`src/rtl/led_fade_pwm_pkg.sv`:
```
// Shared constants, level type and saturating step helper for the LED fade/PWM block.
// Pure definitions: no latency, no backpressure.
package led_pkg;

  localparam int N_LED     = 8;
  localparam int PWM_MAX   = 254;
  localparam int LEVEL_MAX = 255;

  typedef logic [7:0] level_t;

  // Done in 9 bits so overflow/underflow shows up in bit 8 and clamps instead of wrapping.
  function automatic level_t sat_step(input level_t lvl, input logic up,
                                      input level_t rise, input level_t fall);
    logic [8:0] acc;
    if (up) begin
      acc = {1'b0, lvl} + {1'b0, rise};
      return acc[8] ? level_t'(LEVEL_MAX) : acc[7:0];
    end
    acc = {1'b0, lvl} - {1'b0, fall};
    return acc[8] ? '0 : acc[7:0];
  endfunction

endpackage

```
`src/rtl/led_fade_pwm_if.sv`:
```
// Pattern-in / LED-out bundle between the pattern generator, this block and the pins.
// Plain wires: no latency, no backpressure.
interface led_fade_pwm_if;
  import led_pkg::*;

  logic [N_LED-1:0] pattern_in;
  logic [N_LED-1:0] led_out;
  logic             fade_tick;

  modport master (output pattern_in, input led_out, input fade_tick);
  modport slave  (input pattern_in, output led_out, output fade_tick);

endinterface

```
`src/rtl/led_fade_pwm_channel.sv`:
```
// One LED: brightness level with saturating rise/fall on fade_tick, registered PWM compare.
// Latency: level updates on the tick edge, led 1 cycle after level/pwm_cnt; no backpressure.
module led_pwm_channel
  import led_pkg::*;
#(
  parameter level_t RISE_STEP = 8'd255,
  parameter level_t FALL_STEP = 8'd8
) (
  input  logic   clk_50M,
  input  logic   reset,
  input  logic   fade_tick,
  input  logic   target_bit,
  input  level_t pwm_cnt,
  output logic   led
);

  level_t level;

  always_ff @(posedge clk_50M) begin
    if (reset) begin
      level <= '0;
      led   <= 1'b0;
    end else begin
      if (fade_tick) begin
        level <= sat_step(level, target_bit, RISE_STEP, FALL_STEP);
      end
      // pwm_cnt never exceeds 254, so level 255 stays on and level 0 stays off.
      led <= (level > pwm_cnt);
    end
  end

endmodule

```
`src/rtl/led_fade_pwm.sv`:
```
// Syncs the async LED pattern and drives each LED with PWM that rises/fades per fade tick.
// Latency: pattern->target 3 edges, target->level at next tick, led_out +1 cycle; no backpressure.
module led_fade_pwm
  import led_pkg::*;
#(
  parameter int unsigned FADE_PERIODS = 196,
  parameter int unsigned RISE_STEP    = 255,
  parameter int unsigned FALL_STEP    = 8
) (
  input  logic           clk_50M,
  input  logic           reset,
  led_fade_pwm_if.slave  bus
);

  localparam logic [9:0] PER_LAST = 10'(FADE_PERIODS - 1);

  logic [N_LED-1:0] sync1, sync2, sync3;
  logic [N_LED-1:0] target;
  level_t           pwm_cnt;
  logic [9:0]       per_cnt;
  logic             tick;
  logic [N_LED-1:0] led_bits;

  always_ff @(posedge clk_50M) begin
    if (reset) begin
      sync1   <= '0;
      sync2   <= '0;
      sync3   <= '0;
      target  <= '0;
      pwm_cnt <= '0;
      per_cnt <= '0;
    end else begin
      sync1 <= bus.pattern_in;
      sync2 <= sync1;
      sync3 <= sync2;
      // Two matching samples in a row: rejects single-cycle glitches and multi-bit skew.
      if (sync2 == sync3) begin
        target <= sync2;
      end
      if (pwm_cnt == level_t'(PWM_MAX)) begin
        pwm_cnt <= '0;
        per_cnt <= (per_cnt == PER_LAST) ? '0 : per_cnt + 10'd1;
      end else begin
        pwm_cnt <= pwm_cnt + 8'd1;
      end
    end
  end

  // Decoded from registered counters; levels sample it on the period-wrap edge.
  assign tick = (pwm_cnt == level_t'(PWM_MAX)) && (per_cnt == PER_LAST);

  for (genvar i = 0; i < N_LED; i++) begin : gen_ch
    led_pwm_channel #(
      .RISE_STEP (level_t'(RISE_STEP)),
      .FALL_STEP (level_t'(FALL_STEP))
    ) u_ch (
      .clk_50M    (clk_50M),
      .reset      (reset),
      .fade_tick  (tick),
      .target_bit (target[i]),
      .pwm_cnt    (pwm_cnt),
      .led        (led_bits[i])
    );
  end

  assign bus.led_out   = led_bits;
  assign bus.fade_tick = tick;

endmodule

```
`src/flat_wrapper.sv`:
```
// flat-port wrapper written by rule: the top's interface ports become plain ports
module led_fade_pwm_flat import led_pkg::*;
#(
  parameter int unsigned FADE_PERIODS = 196,
  parameter int unsigned RISE_STEP    = 255,
  parameter int unsigned FALL_STEP    = 8
)
  (clk_50M, reset, bus_pattern_in, bus_led_out, bus_fade_tick);
  led_fade_pwm_if bus_i ();
  input  logic clk_50M;
  input  logic reset;
  input wire logic [$bits(bus_i.pattern_in)-1:0] bus_pattern_in;
  output wire logic [$bits(bus_i.led_out)-1:0] bus_led_out;
  output wire logic [$bits(bus_i.fade_tick)-1:0] bus_fade_tick;
  assign bus_i.pattern_in = bus_pattern_in;
  assign bus_led_out = bus_i.led_out;
  assign bus_fade_tick = bus_i.fade_tick;
  led_fade_pwm #(.FADE_PERIODS(FADE_PERIODS), .RISE_STEP(RISE_STEP), .FALL_STEP(FALL_STEP)) u_core (.clk_50M(clk_50M), .reset(reset), .bus(bus_i));
endmodule
```
`config.mk`:
```
export PLATFORM = sky130hd
export DESIGN_NAME = led_fade_pwm_flat
export DESIGN_NICKNAME = d
export VERILOG_FILES = /design/src/rtl/led_fade_pwm_pkg.sv /design/src/rtl/led_fade_pwm_if.sv /design/src/rtl/led_fade_pwm_channel.sv /design/src/rtl/led_fade_pwm.sv /design/src/flat_wrapper.sv
export SDC_FILE = /design/constraint.sdc
export NUM_CORES = 1
export LEC_CHECK = 0
export CAP_MARGIN = 30
export CELL_PAD_IN_SITES_DETAIL_PLACEMENT = 1
export CELL_PAD_IN_SITES_GLOBAL_PLACEMENT = 1
export CORE_ASPECT_RATIO = 0.5
export CORE_MARGIN = 2
export CORE_UTILIZATION = 52
export DETAILED_ROUTE_END_ITERATION = 10
export PLACE_DENSITY = 0.95
export SLEW_MARGIN = 20
export SYNTH_ARGS = -nofsm -noshare
export SYNTH_HDL_FRONTEND = slang
export SYNTH_SLANG_ARGS = --single-unit
export TNS_END_PERCENT = 50
```
`constraint.sdc`:
```
create_clock -name clk_50M -period 4.26 [get_ports clk_50M]
set_clock_uncertainty 0.2 [all_clocks]
set_input_delay 1.278 -clock clk_50M [delete_from_list [all_inputs] [get_ports clk_50M]]
set_output_delay 1.278 -clock clk_50M [all_outputs]
set_load 0.01 [all_outputs]
```
======== Word-level counts from Yosys, hierarchy flattened ========
Index checks and enable logic that the tools add are counted.
Widths: inputs -> output; s select.
cells by class
  equal/unequal tests ..................... 3
  shift operators ......................... 0
  reductions and logical operators ........ 2
  $lt $le $gt $ge ......................... 8
  divide/modulo/power cells ............... 0
  add/subtract/negate cells ............... 18
  bitwise operators ....................... 0
  mux-type cells .......................... 57
  multipliers ............................. 0
operator list
  cell                   count
  $mux 8                 32
  $add 8x8->9 const B    8
  $sub 8x4->9 const B    8
  $gt 8x8->1             8
  $mux 1                 24
  $add 10x1->10 const B  1
  $eq 10x8->1 const B    1
  $mux 10                1
  $add 8x1->8 const B    1
  $eq 8x8->1             1
  $eq 8x8->1 const B     1
  $reduce_or 2->1        1
  $logic_and 1x1->1      1
storage, ports and cells
  memory bits (read-only) ................. 0
  bits in writable memories ............... 0
  latch bits .............................. 0
  flip-flop bits (word level) ............. 122
  memories ................................ 0
  logic and storage cells ................. 110

======== Longest topological paths before layout ========
Gate-level depths: netlist (run 1).
  word-level depth ........................ 5
  mapped depth ............................ 10
  depth with buffers taken out ............ 8

======== By module ========
From an unflattened synthesis (run 1), not the netlist that was laid out.
unflattened totals
  cells, all modules ...................... 886
  area total of the unflattened synthesis .. 7647.3 sq um
by module, submodules not included
  module           cells each  area an instance (sq um)  instances  sequential area each (sq um)
  led_pwm_channel  88          724.4                     8          180.2
  led_fade_pwm     182         1851.8                    1          1001.0

======== Least setup slack after synthesis (run 1) ========
OpenSTA, ideal clock, no wires.
  kind .................................... reg-to-output
  start point ............................. register u_core.pwm_cnt[0]
  end point ............................... output port bus_fade_tick
  required time ........................... 2.782 ns
  arrival time ............................ 1.446 ns
  stages on the path, launching flop included .. 9
  buffers on the path ..................... 2
  slack ................................... 1.336 ns
  cell sequence ........................... dfxtp_1 inv_1 ha_1 nand3_1 nor2_4 nand3_4 inv_2 buf_4 buf_6
on the way
  word-level cells in the longest chain between the ends .. 2
RTL lines
  item                    RTL line            RTL
  start, declared         led_fade_pwm.sv:19  level_t pwm_cnt;
  start signal, assigned  led_fade_pwm.sv:44  pwm_cnt <= pwm_cnt + 8'd1;
  $eq 8x8->1              led_fade_pwm.sv:50  assign tick = (pwm_cnt == level_t'(PWM_MAX)) && (per_cnt == PER_LAST);
  $logic_and 1x1->1       led_fade_pwm.sv:50
  end, declared           flat_wrapper.sv:14  output wire logic [$bits(bus_i.fade_tick)-1:0] bus_fade_tick;
Every way passes these cells.

======== Final worst setup path (run 1) ========
Ends and elaborated chain as after synthesis.

==> results of run 1 <==
-- metal layers --
layer / up-vias / share of wire, % / wire length (um)
met5: - / 0 / 0
met3: 161 / 8.2 / 2100
met2: 463 / 47 / 12100
met4: 0 / 5.1 / 1320
li1: 3061 / - / -
met1: 3453 / 39 / 10100
-- worst max-delay path by stage --
stage,start,end,cells past startpoint
floorplan,u_core.pwm_cnt[0],bus_fade_tick,8
global placement,u_core.pwm_cnt[0],bus_fade_tick,7
detailed placement,u_core.pwm_cnt[0],bus_fade_tick,7
CTS,u_core.pwm_cnt[0],bus_fade_tick,7
global route,u_core.pwm_cnt[0],bus_fade_tick,7
finish,u_core.pwm_cnt[0],bus_fade_tick,7
-- placed cells by master, fill, tap and decap left out, types with 3 or more instances in the layout --
master           instances
nor2b_1                 36
buf_4                    3
o311ai_0                 5
and4_1                   3
o211ai_1                11
and3_1                   7
nor4b_1                  5
o21a_1                  16
inv_1                   49
xor2_1                  11
or3_1                    4
mux2i_1                  8
nand3_1                 17
clkinv_4                 4
a21oi_1                 71
nor4_1                  13
nor2_1                  84
nor3b_1                  5
ha_1                    83
o31ai_1                  7
inv_6                    6
a21o_1                  22
xnor2_1                 11
dfxtp_1                122
o21ai_0                 63
o21bai_1                 9
nand2_1                 30
clkdlybuf4s50_1         17
nand4_1                 22
nor3_1                  24
clkbuf_16               17
a211oi_1                27
o41ai_1                  8
nand2b_1                 8
-- worst reg2reg max path, delay by kind of cell (launching register included) --
family / cells / cell delay [ns]
flops: 1 / 0.78
buf+inv: 2 / 0.82
simple gates: 5 / 1.15
fa+ha+maj: 1 / 0.25
-- report_power, final --
part           total (W)  switching (W)  internal, W
Combinational   0.000183       0.000100    0.0000822
Sequential       0.00119      0.0000232      0.00116
Clock            0.00151       0.000637     0.000875
Total            0.00288       0.000761      0.00212
-- area by class of cell --
class	instances	area, um2	area share (%)
inverter	50	188	2.36
clock buffer	18	429	5.39
tap	176	220	2.77
clock inverter	14	163	2.04
timing repair buffer	21	213	2.67
sequential	122	2440	30.7
multi-input combinational	633	4310	54.1
-- through the flow --
step	util, %	hold slack (ns)
floorplan	-	0.214
global placement	54.5	0.216
detailed placement	54.5	0.225
CTS	58.9	0.240
global route	58.9	0.257
finish	58.9	0.239
-- cells by family after synthesis --
family          share of synthesized area (%)
simple gates                             20.1
compound gates                           21.7
flops                                    34.0
buf+inv                                  5.98
fa+ha+maj                                14.5
xor+xnor                                 2.68
mux                                      1.12
-- sequential cells by signal, indices dropped and copies added, names as in the netlist --
register                  cells
u_core.gen_ch.u_ch.led        8
u_core.target                 8
u_core.gen_ch.u_ch.level     64
u_core.sync1                  8
u_core.per_cnt               10
u_core.pwm_cnt                8
u_core.sync2                  8
u_core.sync3                  8
==> results.py, run 1 <==
metrics = {
    "finish": {
        "final_nets": 938,
        "stdcell_count": 1034,
        "antennaDiodeCount": 0,
        "num-fill-cells": 1569,
        "syn_to_final_growth_pct": 10.9,
        "final_area_um2": 7960,
        "drive_gt1_share_pct": 5.24,
    },
    "clocking": {
        "cts_buffers": 17,
        "cts_tree": "built",
        "clock_latency_ns": 0.45,
        "cts_buffer_depth": 2,
        "cts_setup_buffers": 0,
        "hold_buffers": 0,
        "cts.sinks": 122,
        "root_buffer": "clkbuf_16",
        "ctsHtreeMaxLevel": 4,
        "cts_resized": 0,
        "path_clk_slew_ns": 0.07,
    },
    "detailed_routing": {
        "dr_total_vias": 7138,
        "antenna_left": 0,
        "drt-initial-drc-count": 855,
        "drt_drc_violations_left": 0,
        "avgViaCountPerCell": 6.90,
        "drt_pass1_iterations": 6,
        "wl_per_cell_um": 24.8,
        "routed_wl_um": 25600,
    },
    "yosys": {
        "synth.distinct_cells": 52,
        "synthCells": 849,
        "synth_warnings": 0,
        "synth-main-ff-cell": "dfxtp_1",
        "synth_seq_area_share_pct": 34.0,
        "synth_fp_nets": 942,
        "netlist_top_cells_count": "dfxtp_1, nor2_1, ha_1, a21oi_1, o21ai_0",
        "synth_area_leaders": "dfxtp_1, ha_1, a21oi_1",
        "synth-async-reset-ratio_pct": 0,
        "synth_area_um2": 7180,
        "synth_top_area_cell": "dfxtp_1",
        "synth-seq-cells": 122,
        "synth_top_area_share_pct": 34.0,
        "avgSynthCellArea_um2": 8.46,
        "synth_enable_flop_cells": 0,
        "synth_most_common_cell": "dfxtp_1",
    },
    "timing": {
        "tightest_slew_ns": 0.879,
        "fmax_mhz": 247,
        "rsz0062_at_grt": "no",
        "fin_setup_tns_ns": 0,
        "finalCritPeriodShare_pct": 95.1,
        "fin_crit_ns": 4.05,
        "slew_headroom_pct": 40.8,
        "finalHoldViolCount": 0,
        "fin_ws_ns": 0.208,
        "drv_slew": 0,
        "setup_viol": 0,
    },
    "setup_path": {
        "crit_required_ns": 2.78,
        "path_buf_inv": 3,
        "worstSetupPathType": "flip-flop to output port",
        "regToRegSetupSlack_ns": 0.96,
        "cp_top_family": "buffers and inverters",
        "rr_worst_depth": 8,
        "crit_path_cell_trace": "inv_1 -> ha_1 -> nand3_1 -> nor2_4 -> nand3_4 -> inv_2 -> clkdlybuf4s50_1",
        "r2r-end": "u_core.per_cnt[5]",
        "start_kind": "flip-flop",
        "critPathMaxStageDelay_ns": 0.55,
        "path_max_fanout": 13,
        "critPathCaptureType": "output port",
        "cp_slowest_cell": "dfxtp_1",
        "arrival_ns": 2.57,
        "r2r-start": "u_core.pwm_cnt[0]",
    },
    "global_routing": {
        "grt_start_max_net_pins": 79,
        "grt_pass1_vias": 7427,
        "met3_usage_pct": 8.41,
        "busiest_layer": "met2",
        "use_met1_pct": 41.8,
        "grt_use_total_pct": 35.8,
        "antenna_found_initial": 0,
        "grt_pass1_wl_um": 40800,
        "use_met2_pct": 60.8,
        "grt_overflow": 0,
    },
    "floorplanning": {
        "dieArea_um2": 14800,
        "die_h_um": 87.1,
        "coreArea_um2": 13500,
        "initial_core_util_pct": 53.1,
        "io_pins": 19,
        "fp.dieW_um": 170,
        "rows": 30,
    },
    "hold_path": {
        "worstHoldPathCells": 1,
        "hold_path.class": "flip-flop to flip-flop",
        "hp-start": "u_core.sync1[2]",
        "hold_end": "u_core.sync2[2]",
    },
    "power_and_ir_drop": {
        "p_per_area_nw_per_um2": 362,
        "total_power_w": 0.00288,
        "p_leak_nw": 3.22,
        "ir_worst_vdd_mv": 0.235,
    },
    "placed_design": {
        "portBuffers": 18,
        "dp_cells": 1002,
        "place_ws_ns": 0.836,
        "hpwlAfterDp_um": 13500,
        "gp_congestion": 0.822,
        "placedInstanceArea_um2": 7370,
    },
    "run": {
        "drv_cap": 0,
    },
    "outcome": {
        "status": "finished clean",
    },
}
(Power assumes the default switching activity.)
==> inputs of run 2 (changes only) <==
Settings changed: PLACE_DENSITY 0.95 to unset, PLACE_DENSITY_LB_ADDON set to 0.1.
==> run 2 against run 1 <==
  * Combinational power down 7%
  * Sequential share of layout area up 0.087 points
  * Register-to-register slack better by 0.78 ns
  * Wire length down 22%
  * Total power down 4.3%
  * Design area down 0.28%
  * Utilization down 0.17 points
  * Hold slack better by 0.0053 ns
  * Critical path depth down 1
  * First-iteration DRC count down 64%
  * Sequential power about the same
  * Non-clock buffer count up 2
  * Critical path type unchanged
==> results.py, run 2 (synthesis results as in run 1) <==
metrics = {
    "outcome": {
        "status": "finished clean",
    },
    "setup_path": {
        "path_max_fanout": 8,
        "cp_top_family": "buffers and inverters",
        "path_buf_inv": 2,
        "critPathCaptureType": "output port",
        "start_kind": "flip-flop",
        "worstSetupPathType": "flip-flop to output port",
        "crit_required_ns": 2.78,
        "cp_slowest_cell": "clkdlybuf4s50_1",
        "critPathMaxStageDelay_ns": 0.56,
        "crit_path_cell_trace": "ha_1 -> nand3_1 -> nor2_4 -> nand3_4 -> inv_2 -> clkdlybuf4s50_1",
        "arrival_ns": 2.27,
    },
    "clocking": {
        "cts_setup_buffers": 0,
        "cts.sinks": 122,
        "hold_buffers": 0,
        "ctsHtreeMaxLevel": 4,
        "cts_buffer_depth": 2,
        "cts_tree": "built",
        "cts_buffers": 17,
        "clock_latency_ns": 0.42,
        "path_clk_slew_ns": 0.06,
        "root_buffer": "clkbuf_16",
        "cts_resized": 0,
    },
    "detailed_routing": {
        "drt_pass1_iterations": 5,
        "dr_total_vias": 6343,
        "wl_per_cell_um": 19.2,
        "routed_wl_um": 19900,
        "antenna_left": 0,
        "drt-initial-drc-count": 310,
        "avgViaCountPerCell": 6.13,
        "drt_drc_violations_left": 0,
    },
    "floorplanning": {
        "rows": 30,
        "die_h_um": 87.1,
        "initial_core_util_pct": 53.1,
        "io_pins": 19,
        "fp.dieW_um": 170,
        "coreArea_um2": 13500,
        "dieArea_um2": 14800,
    },
    "timing": {
        "fmax_mhz": 266,
        "whs_ns": 0.244,
        "finalHoldViolCount": 0,
        "fin_crit_ns": 3.75,
        "tightest_slew_ns": 0.845,
        "rsz0062_at_grt": "no",
        "slew_headroom_pct": 43.6,
        "drv_slew": 0,
        "finalCritPeriodShare_pct": 88.1,
        "fin_ws_ns": 0.507,
        "setup_viol": 0,
        "fin_setup_tns_ns": 0,
    },
    "hold_path": {
        "hold_path.class": "flip-flop to flip-flop",
    },
    "power_and_ir_drop": {
        "switching_share_pct": 24.2,
        "ir_worst_vdd_mv": 0.246,
        "comb_power_share_pct": 6.2,
        "power.internal_w": 0.00209,
        "switching_power_w": 0.000666,
        "pwr-share-clk_pct": 50.9,
        "p_seq_share_pct": 42.8,
        "p_leak_nw": 3.22,
        "p_per_area_nw_per_um2": 347,
    },
    "global_routing": {
        "grt_pass1_vias": 6498,
        "grt_overflow": 0,
        "antenna_found_initial": 0,
        "grt_start_max_net_pins": 79,
        "grt_use_total_pct": 28.9,
        "grt_pass1_wl_um": 33300,
    },
    "finish": {
        "drive_gt1_share_pct": 5.24,
        "stdcell_count": 1035,
        "layout_common_cells": "dfxtp_1, nor2_1, ha_1",
        "antennaDiodeCount": 0,
        "num-fill-cells": 1610,
        "final_nets": 940,
        "syn_to_final_growth_pct": 10.6,
        "largest_reg_flops": 64,
        "layout_commonest_cell": "dfxtp_1",
        "regMostFlops": "u_core.gen_ch.u_ch.level",
        "reg_top3": "u_core.gen_ch.u_ch.level x64, u_core.per_cnt x10",
    },
    "placed_design": {
        "portBuffers": 18,
        "place_ws_ns": 0.963,
        "gp_congestion": 0.792,
        "hpwlAfterDp_um": 12900,
        "dp_cells": 1004,
    },
    "run": {
        "drv_cap": 0,
    },
}
==> run 2: worst reg2reg max path, cell delays in order (launching register included) <==
cell      delay [ns]
dfxtp_1         0.41
ha_1            0.21
nand3_1         0.17
nor2_4          0.25
nand3_4         0.10
inv_2           0.16
buf_4           0.48
o311ai_0        0.29
a21oi_1         0.19
==> run 2: per-layer routing <==
| metal | up-vias | GRT usage (%) | wire [um] |
|---|---|---|---|
| met4 | 0 | 9.09 | 342 |
| li1 | 3067 | - | - |
| met3 | 28 | 5.27 | 581 |
| met2 | 95 | 49.3 | 9320 |
| met1 | 3153 | 37.5 | 9640 |
| met5 | - | 0 | 0 |
==> run 2: final timing paths <==
path	start	to	slack, ns	cells past startpoint
worst max-delay path	u_core.pwm_cnt[1]	bus_fade_tick	0.51	6
worst min-delay path	u_core.sync1[1]	u_core.sync2[1]	0.24	1
worst max register to register	u_core.pwm_cnt[1]	u_core.gen_ch[0].u_ch.level[1]	1.74	8
worst min register to register	u_core.sync1[1]	u_core.sync2[1]	0.24	1
==> run 2: power groups by stage <==
stage	Clock, W	Sequential [W]	Combinational [W]
floorplan	0	0.00120	0.000126
global placement	0	0.00120	0.000160
detailed placement	0	0.00121	0.000168
CTS	0.00141	0.00118	0.000172
global route	0.00147	0.00118	0.000190
finish	0.00140	0.00118	0.000171
==> run 2: per-stage QoR <==
step / power (W) / utilization [%] / area, um2
floorplan: 0.00132 / - / 7180
global placement: 0.00136 / 54.6 / 7370
detailed placement: 0.00137 / 54.6 / 7370
CTS: 0.00277 / 58.8 / 7940
global route: 0.00285 / 58.8 / 7940
finish: 0.00276 / 58.8 / 7940
==> run 2: cell type report <==
class | instances | area [um2] | share of cell area, %
Timing Repair Buffer | 23 | 215 | 2.71
Multi-Input combinational cell | 633 | 4310 | 54.3
Sequential cell | 122 | 2440 | 30.8
Clock inverter | 9 | 92.6 | 1.17
Inverter | 50 | 188 | 2.36
Clock buffer | 22 | 474 | 5.97
Tap cell | 176 | 220 | 2.77
